**config.mk**
```make
export PLATFORM = sky130hd
export DESIGN_NAME = tlc_left_ped_ctrl
export DESIGN_NICKNAME = d
export VERILOG_FILES = /design/src/rtl/tlc_left_ped_ctrl.sv
export SDC_FILE = /design/constraint.sdc
export NUM_CORES = 1
export LEC_CHECK = 0
export CORE_MARGIN = 1.5
export CORE_UTILIZATION = 25
export DETAILED_ROUTE_END_ITERATION = 6
export PLACE_DENSITY = 0.44
export SETUP_SLACK_MARGIN = 0.15
export SYNTH_ARGS = -nofsm -noshare
export SYNTH_HDL_FRONTEND = slang
export SYNTH_SLANG_ARGS = --single-unit
```
**constraint.sdc**
```tcl
create_clock -name clk -period 4.6 [get_ports clk]
set_clock_uncertainty 0.15 [all_clocks]
set_input_delay 0.46 -clock clk [delete_from_list [all_inputs] [get_ports clk]]
set_output_delay 0.46 -clock clk [all_outputs]
set_load 0.05 [all_outputs]
```
**src/rtl/tlc_left_ped_ctrl.sv**
```systemverilog
// Two-road traffic light sequencer with protected left-turn phases and an
// optional pedestrian all-red phase (build with TLC_PED_EN to include it).
module tlc_left_ped_ctrl #(
  parameter int TW      = 5,
  parameter int MIN_GRN = 5,
  parameter int MAX_GRN = 20,
  parameter int YEL_T   = 3,
  parameter int LFT_T   = 4,
  parameter int PED_T   = 6
) (
  input  logic       clk,
  input  logic       reset_n,
  input  logic       Ta,
  input  logic       Tb,
  input  logic       lreq_a,
  input  logic       lreq_b,
  input  logic       ped_req,
  output logic [1:0] La,
  output logic [1:0] Lb,
  output logic       walk,
  output logic       phase_done
);

  localparam logic [1:0] L_GRN = 2'b00;
  localparam logic [1:0] L_YEL = 2'b01;
  localparam logic [1:0] L_LFT = 2'b10;
  localparam logic [1:0] L_RED = 2'b11;

  localparam logic [TW-1:0] MIN_M1 = TW'(MIN_GRN - 1);
  localparam logic [TW-1:0] MAX_M1 = TW'(MAX_GRN - 1);
  localparam logic [TW-1:0] YEL_M1 = TW'(YEL_T - 1);
  localparam logic [TW-1:0] LFT_M1 = TW'(LFT_T - 1);

  typedef enum logic [3:0] {
    A_GRN, A_YEL, A_LFT, A_LYEL,
    B_GRN, B_YEL, B_LFT, B_LYEL
`ifdef TLC_PED_EN
    , PED
`endif
  } state_t;

  state_t        state;
  state_t        state_next;
  logic [TW-1:0] timer;
  logic          lft_a_pend;
  logic          lft_b_pend;

`ifdef TLC_PED_EN
  localparam logic SIDE_A = 1'b0;
  localparam logic SIDE_B = 1'b1;
  localparam logic [TW-1:0] PED_M1 = TW'(PED_T - 1);

  logic ped_pend;
  logic next_side;
  logic side_next;
`else
  logic unused_ped_req;
  assign unused_ped_req = ped_req;
`endif

  // Next-state: green exits on sensor after the minimum, fixed phases on timer.
  always_comb begin
    state_next = state;
`ifdef TLC_PED_EN
    side_next  = next_side;
`endif
    case (state)
      A_GRN:  if (timer >= MIN_M1 && (!Ta || timer == MAX_M1)) state_next = A_YEL;
      B_GRN:  if (timer >= MIN_M1 && (!Tb || timer == MAX_M1)) state_next = B_YEL;
      A_YEL: begin
        if (timer == YEL_M1) begin
          if (lft_a_pend) state_next = A_LFT;
`ifdef TLC_PED_EN
          else if (ped_pend) begin
            state_next = PED;
            side_next  = SIDE_B;
          end
`endif
          else state_next = B_GRN;
        end
      end
      B_YEL: begin
        if (timer == YEL_M1) begin
          if (lft_b_pend) state_next = B_LFT;
`ifdef TLC_PED_EN
          else if (ped_pend) begin
            state_next = PED;
            side_next  = SIDE_A;
          end
`endif
          else state_next = A_GRN;
        end
      end
      A_LFT:  if (timer == LFT_M1) state_next = A_LYEL;
      B_LFT:  if (timer == LFT_M1) state_next = B_LYEL;
      A_LYEL: begin
        if (timer == YEL_M1) begin
`ifdef TLC_PED_EN
          if (ped_pend) begin
            state_next = PED;
            side_next  = SIDE_B;
          end else
`endif
          state_next = B_GRN;
        end
      end
      B_LYEL: begin
        if (timer == YEL_M1) begin
`ifdef TLC_PED_EN
          if (ped_pend) begin
            state_next = PED;
            side_next  = SIDE_A;
          end else
`endif
          state_next = A_GRN;
        end
      end
`ifdef TLC_PED_EN
      PED:    if (timer == PED_M1) state_next = (next_side == SIDE_A) ? A_GRN : B_GRN;
`endif
      default: state_next = A_GRN;
    endcase
  end

  assign phase_done = (state_next != state);

  // Entry into the serving state wins over a same-cycle request (absorbed).
  always_ff @(posedge clk or negedge reset_n) begin
    if (!reset_n) begin
      state      <= A_GRN;
      timer      <= '0;
      lft_a_pend <= 1'b0;
      lft_b_pend <= 1'b0;
    end else begin
      state <= state_next;
      if (state_next != state) timer <= '0;
      else if (timer != '1)    timer <= timer + TW'(1);
      lft_a_pend <= (state_next == A_LFT && state != A_LFT) ? 1'b0 : (lft_a_pend | lreq_a);
      lft_b_pend <= (state_next == B_LFT && state != B_LFT) ? 1'b0 : (lft_b_pend | lreq_b);
    end
  end

`ifdef TLC_PED_EN
  always_ff @(posedge clk or negedge reset_n) begin
    if (!reset_n) begin
      ped_pend  <= 1'b0;
      next_side <= SIDE_B;
    end else begin
      next_side <= side_next;
      ped_pend  <= (state_next == PED && state != PED) ? 1'b0 : (ped_pend | ped_req);
    end
  end
`endif

  always_comb begin
    La   = L_RED;
    Lb   = L_RED;
    walk = 1'b0;
    case (state)
      A_GRN:          La = L_GRN;
      A_YEL, A_LYEL:  La = L_YEL;
      A_LFT:          La = L_LFT;
      B_GRN:          Lb = L_GRN;
      B_YEL, B_LYEL:  Lb = L_YEL;
      B_LFT:          Lb = L_LFT;
`ifdef TLC_PED_EN
      PED:            walk = 1'b1;
`endif
      default: ;
    endcase
  end

endmodule

```
==> reports/results.md, run 1 <==
### Timing
• 0.284 GHz — Fmax achieved
• 76.4% — final period utilization
• 3520 ps — min cycle time layout
• no — RSZ-0062 raised after global routing
• 0 ps — total negative slack for setup checks
• 524 ps — Worst-Margin Slew
• 64.9% — Slew HR
• 0 — Fin. Hold Viols
• 368 ps — worst hold slack across all endpoints
• 0 — number of pins with negative max-slew slack in the final report
• 0 — final setup vio count

### Finish
• 12.5% — share of layout cells above drive strength 1
• 19.9% — area growth from synthesis to layout
• 831 um^2 — post-route cell area
• 92 — Total Nets Final
• 0 — # diodes
• dfrtp_1 (11), clkdlybuf4s50_1 (10), inv_1 (5), nor2_1 (5) — commonest cells after routing, fill and taps aside
• 269 — filler cell count in the final layout
• dfrtp_1 — most common library cell in the layout ignoring fill and taps

### CTS
• 3 — total CTS buffers
• 11 — sinks on the clock net
• 1 — H-tree depth
• 270 ps — insertion delay of the later-clocked pin in the worst-skew pair
• 2 — buffers from clock root to sink, at most
• clkbuf_4 — CTS Root Buffer Type
• 0 — Resize count post-CTS
• 0 — quantity of hold-fixing buffers added after cts
• 0 — number of post-CTS setup repair buffers
• 80 ps — clock-pin slew of the registers on the worst-case setup and hold paths
• yes — CTS tree

### Yosys
• 68 — synthesized netlist cell count
• 32 — post-synthesis cell type count
• 39.7% — sequential fraction of the synthesis area
• 10.2 um^2 — synthesized area divided by synthesized cell count
• 693 um^2 — summed instance area of the synthesized netlist
• 11 — number of storage elements in the synthesis netlist
• 0 — Post-synth EDFFs
• 0 — number of warnings reported in the yosys synthesis log
• dfrtp_1 — flip-flop cell with the highest count after synthesis
• 100% — Post-synth ARST share

### Floorplan
• 13 — number of primary I/O pins
• 0.00254 mm^2 — placeable core region
• 55.7 um — die height
• 18 — number of placement rows
• 27.2% — Starting Density
• 0.00310 mm^2 — floorplan die area
• 55.7 um — horizontal extent of the die

### Hold path
• register to register — class of the worst hold path

### Global routing
• 12 — maximum number of pins on one net before global-route repair
• 10.1% — total routing usage reported by global routing
• 2.46 mm — global-route wire length before repair
• 538 — number of global-route vias before repair
• 0 — initial antenna violation count
• 0 — grt ovf

### Worst setup path
• register to primary output — CP Class
• primary output — kind of end point of the critical path
• register — critical path launch point type
• 3990 ps — data required time at the worst endpoint
• 7 — biggest fanout along the worst timing path
• 2910 ps — data arrival at the endpoint of the critical path

### Power
• 249 mW/mm^2 — total power per unit cell area
• 0.333 nW — leakage power summed over all cells
• 0.135 mV — peak supply drop
• 0.207 mW — Design Power

### Placed design
• 10 — total of buffers placed on input and output ports
• 970 um — HPWL reported at the end of detailed placement
• 0.693 — gpl congestion
• 805 um^2 — area after detailed placement

### Route
• 534 — count of vias placed by the detailed router
• 0 — number of design rule violations left after detail routing
• 0 — remaining antenna violation count after routing
• 5 — DRC violation total after the first TritonRoute iteration
• 4.85 — via density per instance
• 1.35 mm — Detailed Route WL
• 12.3 um — routed len/inst
• 4 — first-pass detailed-route iteration total

### Outcome
• complete, no violations — result of the run

### Run
• 0 — MaxCap Viol Count

-- cell usage after synthesis, drive strengths merged (2+ instances only) --
cell,instances,area [um^2]
nor4,4,25.0
buf,3,30.0
or3,3,18.8
nor2,5,18.8
xor2,2,17.5
inv,5,18.8
a32o,2,20.0
ha,4,50.1
nand2,2,7.51
a21oi,3,15.0
nor3,3,15.0
dfrtp,11,275
mux2i,3,30.0
-- power by group --
part / switching, mW / total [mW] / internal (mW)
logic: 0.0196 / 0.0341 / 0.0144
registers: 0.00486 / 0.105 / 0.0998
clock network: 0.0344 / 0.0679 / 0.0336
-- worst paths after layout --
kind,from,to,slack [ps],depth (start not counted)
max in group asynchronous,reset_n,state[1],3570,1
worst max-delay path,timer[1],phase_done,1080,5
worst max register to register,timer[1],timer[0],2530,4
min in group asynchronous,reset_n,timer[1],380,1
worst min-delay path,lft_a_pend,lft_a_pend,370,1
worst min register to register,lft_a_pend,lft_a_pend,370,1
-- layer usage --
metal	global-route usage, %	up-vias	part of all wire (%)
met2	13.9	12	41
li1	-	271	-
met4	6.27	0	1.0
met3	2.33	2	3.8
met1	14.2	249	54
met5	0	-	0
-- cell families after synthesis --
| kind of cell | synth area share [%] |
|---|---|
| AO/OA/AOI/OAI | 13.5 |
| other | 0.541 |
| multiplexers | 5.96 |
| buffers and inverters | 7.04 |
| XOR/XNOR | 3.79 |
| flip-flops | 39.7 |
| AND/OR/NAND/NOR | 22.2 |
| adder cells (fa/ha/maj) | 7.22 |
-- per-stage QoR --
| step | instances | worst slack, ps | util, % |
|---|---|---|---|
| finish | 110 | 1080 | 32.6 |
| global route | 110 | 919 | 32.6 |
| CTS | 110 | 1070 | 32.6 |
| detailed placement | 106 | 1390 | 31.6 |
| global placement | 106 | 1380 | 31.6 |
| floorplan | 69 | 2100 | - |
-- layout make-up --
type	count	area (um^2)	share of cell area, %
Clock buffer	4	26.3	3.16
Inverter	5	18.8	2.26
Multi-Input combinational cell	50	373	44.9
Sequential cell	11	275	33.1
Tap cell	30	37.5	4.52
Timing Repair Buffer	10	100	12.0
-- flip-flops by register name (all words and copies together) (netlist names) --
| signal | count |
|---|---|
| lft_a_pend | 1 |
| lft_b_pend | 1 |
| state | 4 |
| timer | 5 |
-- critical path, cell delays in order, from the launching register on --
cell,delay (ps)
dfrtp_1,420
ha_1,210
or4bb_2,540
a211oi_2,470
or3_1,190
clkdlybuf4s50_1,790
Power figures use the tool's default switching activity.
==> inputs of run 2 (changes only) <==
==> constraint.sdc (replaced) <==
create_clock -name clk -period 3.6 [get_ports clk]
set_clock_uncertainty 0.15 [all_clocks]
set_input_delay 0.36 -clock clk [delete_from_list [all_inputs] [get_ports clk]]
set_output_delay 0.36 -clock clk [all_outputs]
set_load 0.05 [all_outputs]
==> run 2 against run 1 <==
Effect of this change: design area grew 1.8%; core utilization grew 0.59 points; largest power group unchanged; sequential power grew 28%; combinational power grew 30%.
==> reports/results.md, run 2 (synthesis results as in run 1) <==
### CTS
• 0 — quantity of hold-fixing buffers added after cts
• 11 — sinks on the clock net
• 3 — total CTS buffers
• 0 — Resize count post-CTS
• 2 — buffers from clock root to sink, at most
• 270 ps — insertion delay of the later-clocked pin in the worst-skew pair
• clkbuf_4 — CTS Root Buffer Type
• 0 — number of post-CTS setup repair buffers
• yes — CTS tree
• 70 ps — clock-pin slew of the registers on the worst-case setup and hold paths
• 1 — H-tree depth

### Route
• 1.42 mm — Detailed Route WL
• 4.94 — via density per instance
• 0 — remaining antenna violation count after routing
• 0 — number of design rule violations left after detail routing
• 12.6 um — routed len/inst
• 4 — first-pass detailed-route iteration total
• 553 — count of vias placed by the detailed router
• 15 — DRC violation total after the first TritonRoute iteration

### Worst setup path
• 1590 ps — Worst R2R Setup Slack
• primary output — kind of end point of the critical path
• 5 — worst reg-to-reg path cell count
• register to primary output — CP Class
• 2670 ps — data arrival at the endpoint of the critical path
• 4 — biggest fanout along the worst timing path
• 3090 ps — data required time at the worst endpoint
• timer[0] — RR Startpoint
• register — critical path launch point type
• state[2] — end of the worst register-to-register path

### Placed design
• 10 — total of buffers placed on input and output ports
• 820 um^2 — area after detailed placement
• 999 um — HPWL reported at the end of detailed placement
• 0.709 — gpl congestion

### Finish
• 14.6% — share of layout cells above drive strength 1
• timer — register with the highest flop count
• dfrtp_1 (11), clkdlybuf4s50_1 (10), inv_1 (5), nor2_1 (5) — commonest cells after routing, fill and taps aside
• 0 — # diodes
• 94 — Total Nets Final
• 5 — number of flip-flops under the largest register name
• 273 — filler cell count in the final layout
• timer (5), state (4) — largest registers
• dfrtp_1 — most common library cell in the layout ignoring fill and taps
• 22.0% — area growth from synthesis to layout
• 846 um^2 — post-route cell area

### Power
• 311 mW/mm^2 — total power per unit cell area
• 0.165 mV — peak supply drop
• 0.344 nW — leakage power summed over all cells

### Outcome
• complete, no violations — result of the run

### Timing
• no — RSZ-0062 raised after global routing
• 3180 ps — min cycle time layout
• 0 — number of pins with negative max-slew slack in the final report
• 0.315 GHz — Fmax achieved
• 0 — final setup vio count
• 63.9% — Slew HR
• 88.3% — final period utilization
• 540 ps — Worst-Margin Slew
• 0 — Fin. Hold Viols
• 0 ps — total negative slack for setup checks

### Floorplan
• 55.7 um — die height
• 13 — number of primary I/O pins
• 0.00310 mm^2 — floorplan die area
• 27.2% — Starting Density
• 55.7 um — horizontal extent of the die
• 0.00254 mm^2 — placeable core region
• 18 — number of placement rows

### Global routing
• 522 — number of global-route vias before repair
• 0 — grt ovf
• 0 — initial antenna violation count
• 9.80% — total routing usage reported by global routing
• 12 — maximum number of pins on one net before global-route repair
• 2.40 mm — global-route wire length before repair

### Run
• 0 — MaxCap Viol Count

### Hold path
• input pin to async pin — class of the worst hold path

==> run 2: final cells by class <==
| type | count | area, um^2 | share of cell area (%) |
|---|---|---|---|
| tap | 30 | 37.5 | 4.44 |
| multi-input combinational | 50 | 373 | 44.1 |
| sequential | 11 | 275 | 32.5 |
| inverter | 5 | 18.8 | 2.22 |
| clock buffer | 4 | 26.3 | 3.11 |
| timing repair buffer | 12 | 115 | 13.6 |
==> run 2: per-layer routing <==
| layer | GRT usage (%) | share of wire (%) | routed length, um |
|---|---|---|---|
| met5 | 0 | 0 | 0 |
| met3 | 1.63 | 6.2 | 88 |
| met1 | 15.2 | 54 | 767 |
| met4 | 5.23 | 1.8 | 25 |
| met2 | 12.6 | 38 | 535 |
==> run 2: power by group <==
group | internal, mW | total [mW] | leakage (nW) | switching, mW
Clock | 0.0429 | 0.0847 | 0.0150 | 0.0419
Combinational | 0.0188 | 0.0443 | 0.191 | 0.0255
Sequential | 0.128 | 0.134 | 0.138 | 0.00611
Total | 0.189 | 0.263 | 0.344 | 0.0734
==> run 2: critical path, stage by stage (launching register included) <==
cell	delay, ps
dfrtp_1	420
ha_1	220
or4bb_2	550
a211oi_2	270
or3_1	150
clkdlybuf4s50_1	790
==> run 2: worst max-delay path by stage <==
stage / from / end / slack, ps
floorplan: timer[1] / phase_done / 1200
global placement: timer[0] / phase_done / 730
detailed placement: timer[1] / phase_done / 740
CTS: timer[1] / phase_done / 420
global route: timer[1] / phase_done / 320
finish: timer[0] / phase_done / 420
==> run 2: per-stage QoR <==
step	utilization [%]	power [mW]	worst slack [ps]	hold WS (ps)	instances
2_1_floorplan	-	0.165	1200	-85.6	69
3_3_place_gp	32.2	0.180	729	351	108
3_5_place_dp	32.2	0.180	737	350	108
4_1_cts	33.2	0.266	422	299	112
5_1_grt	33.2	0.278	317	316	112
6_report	33.2	0.263	421	292	112
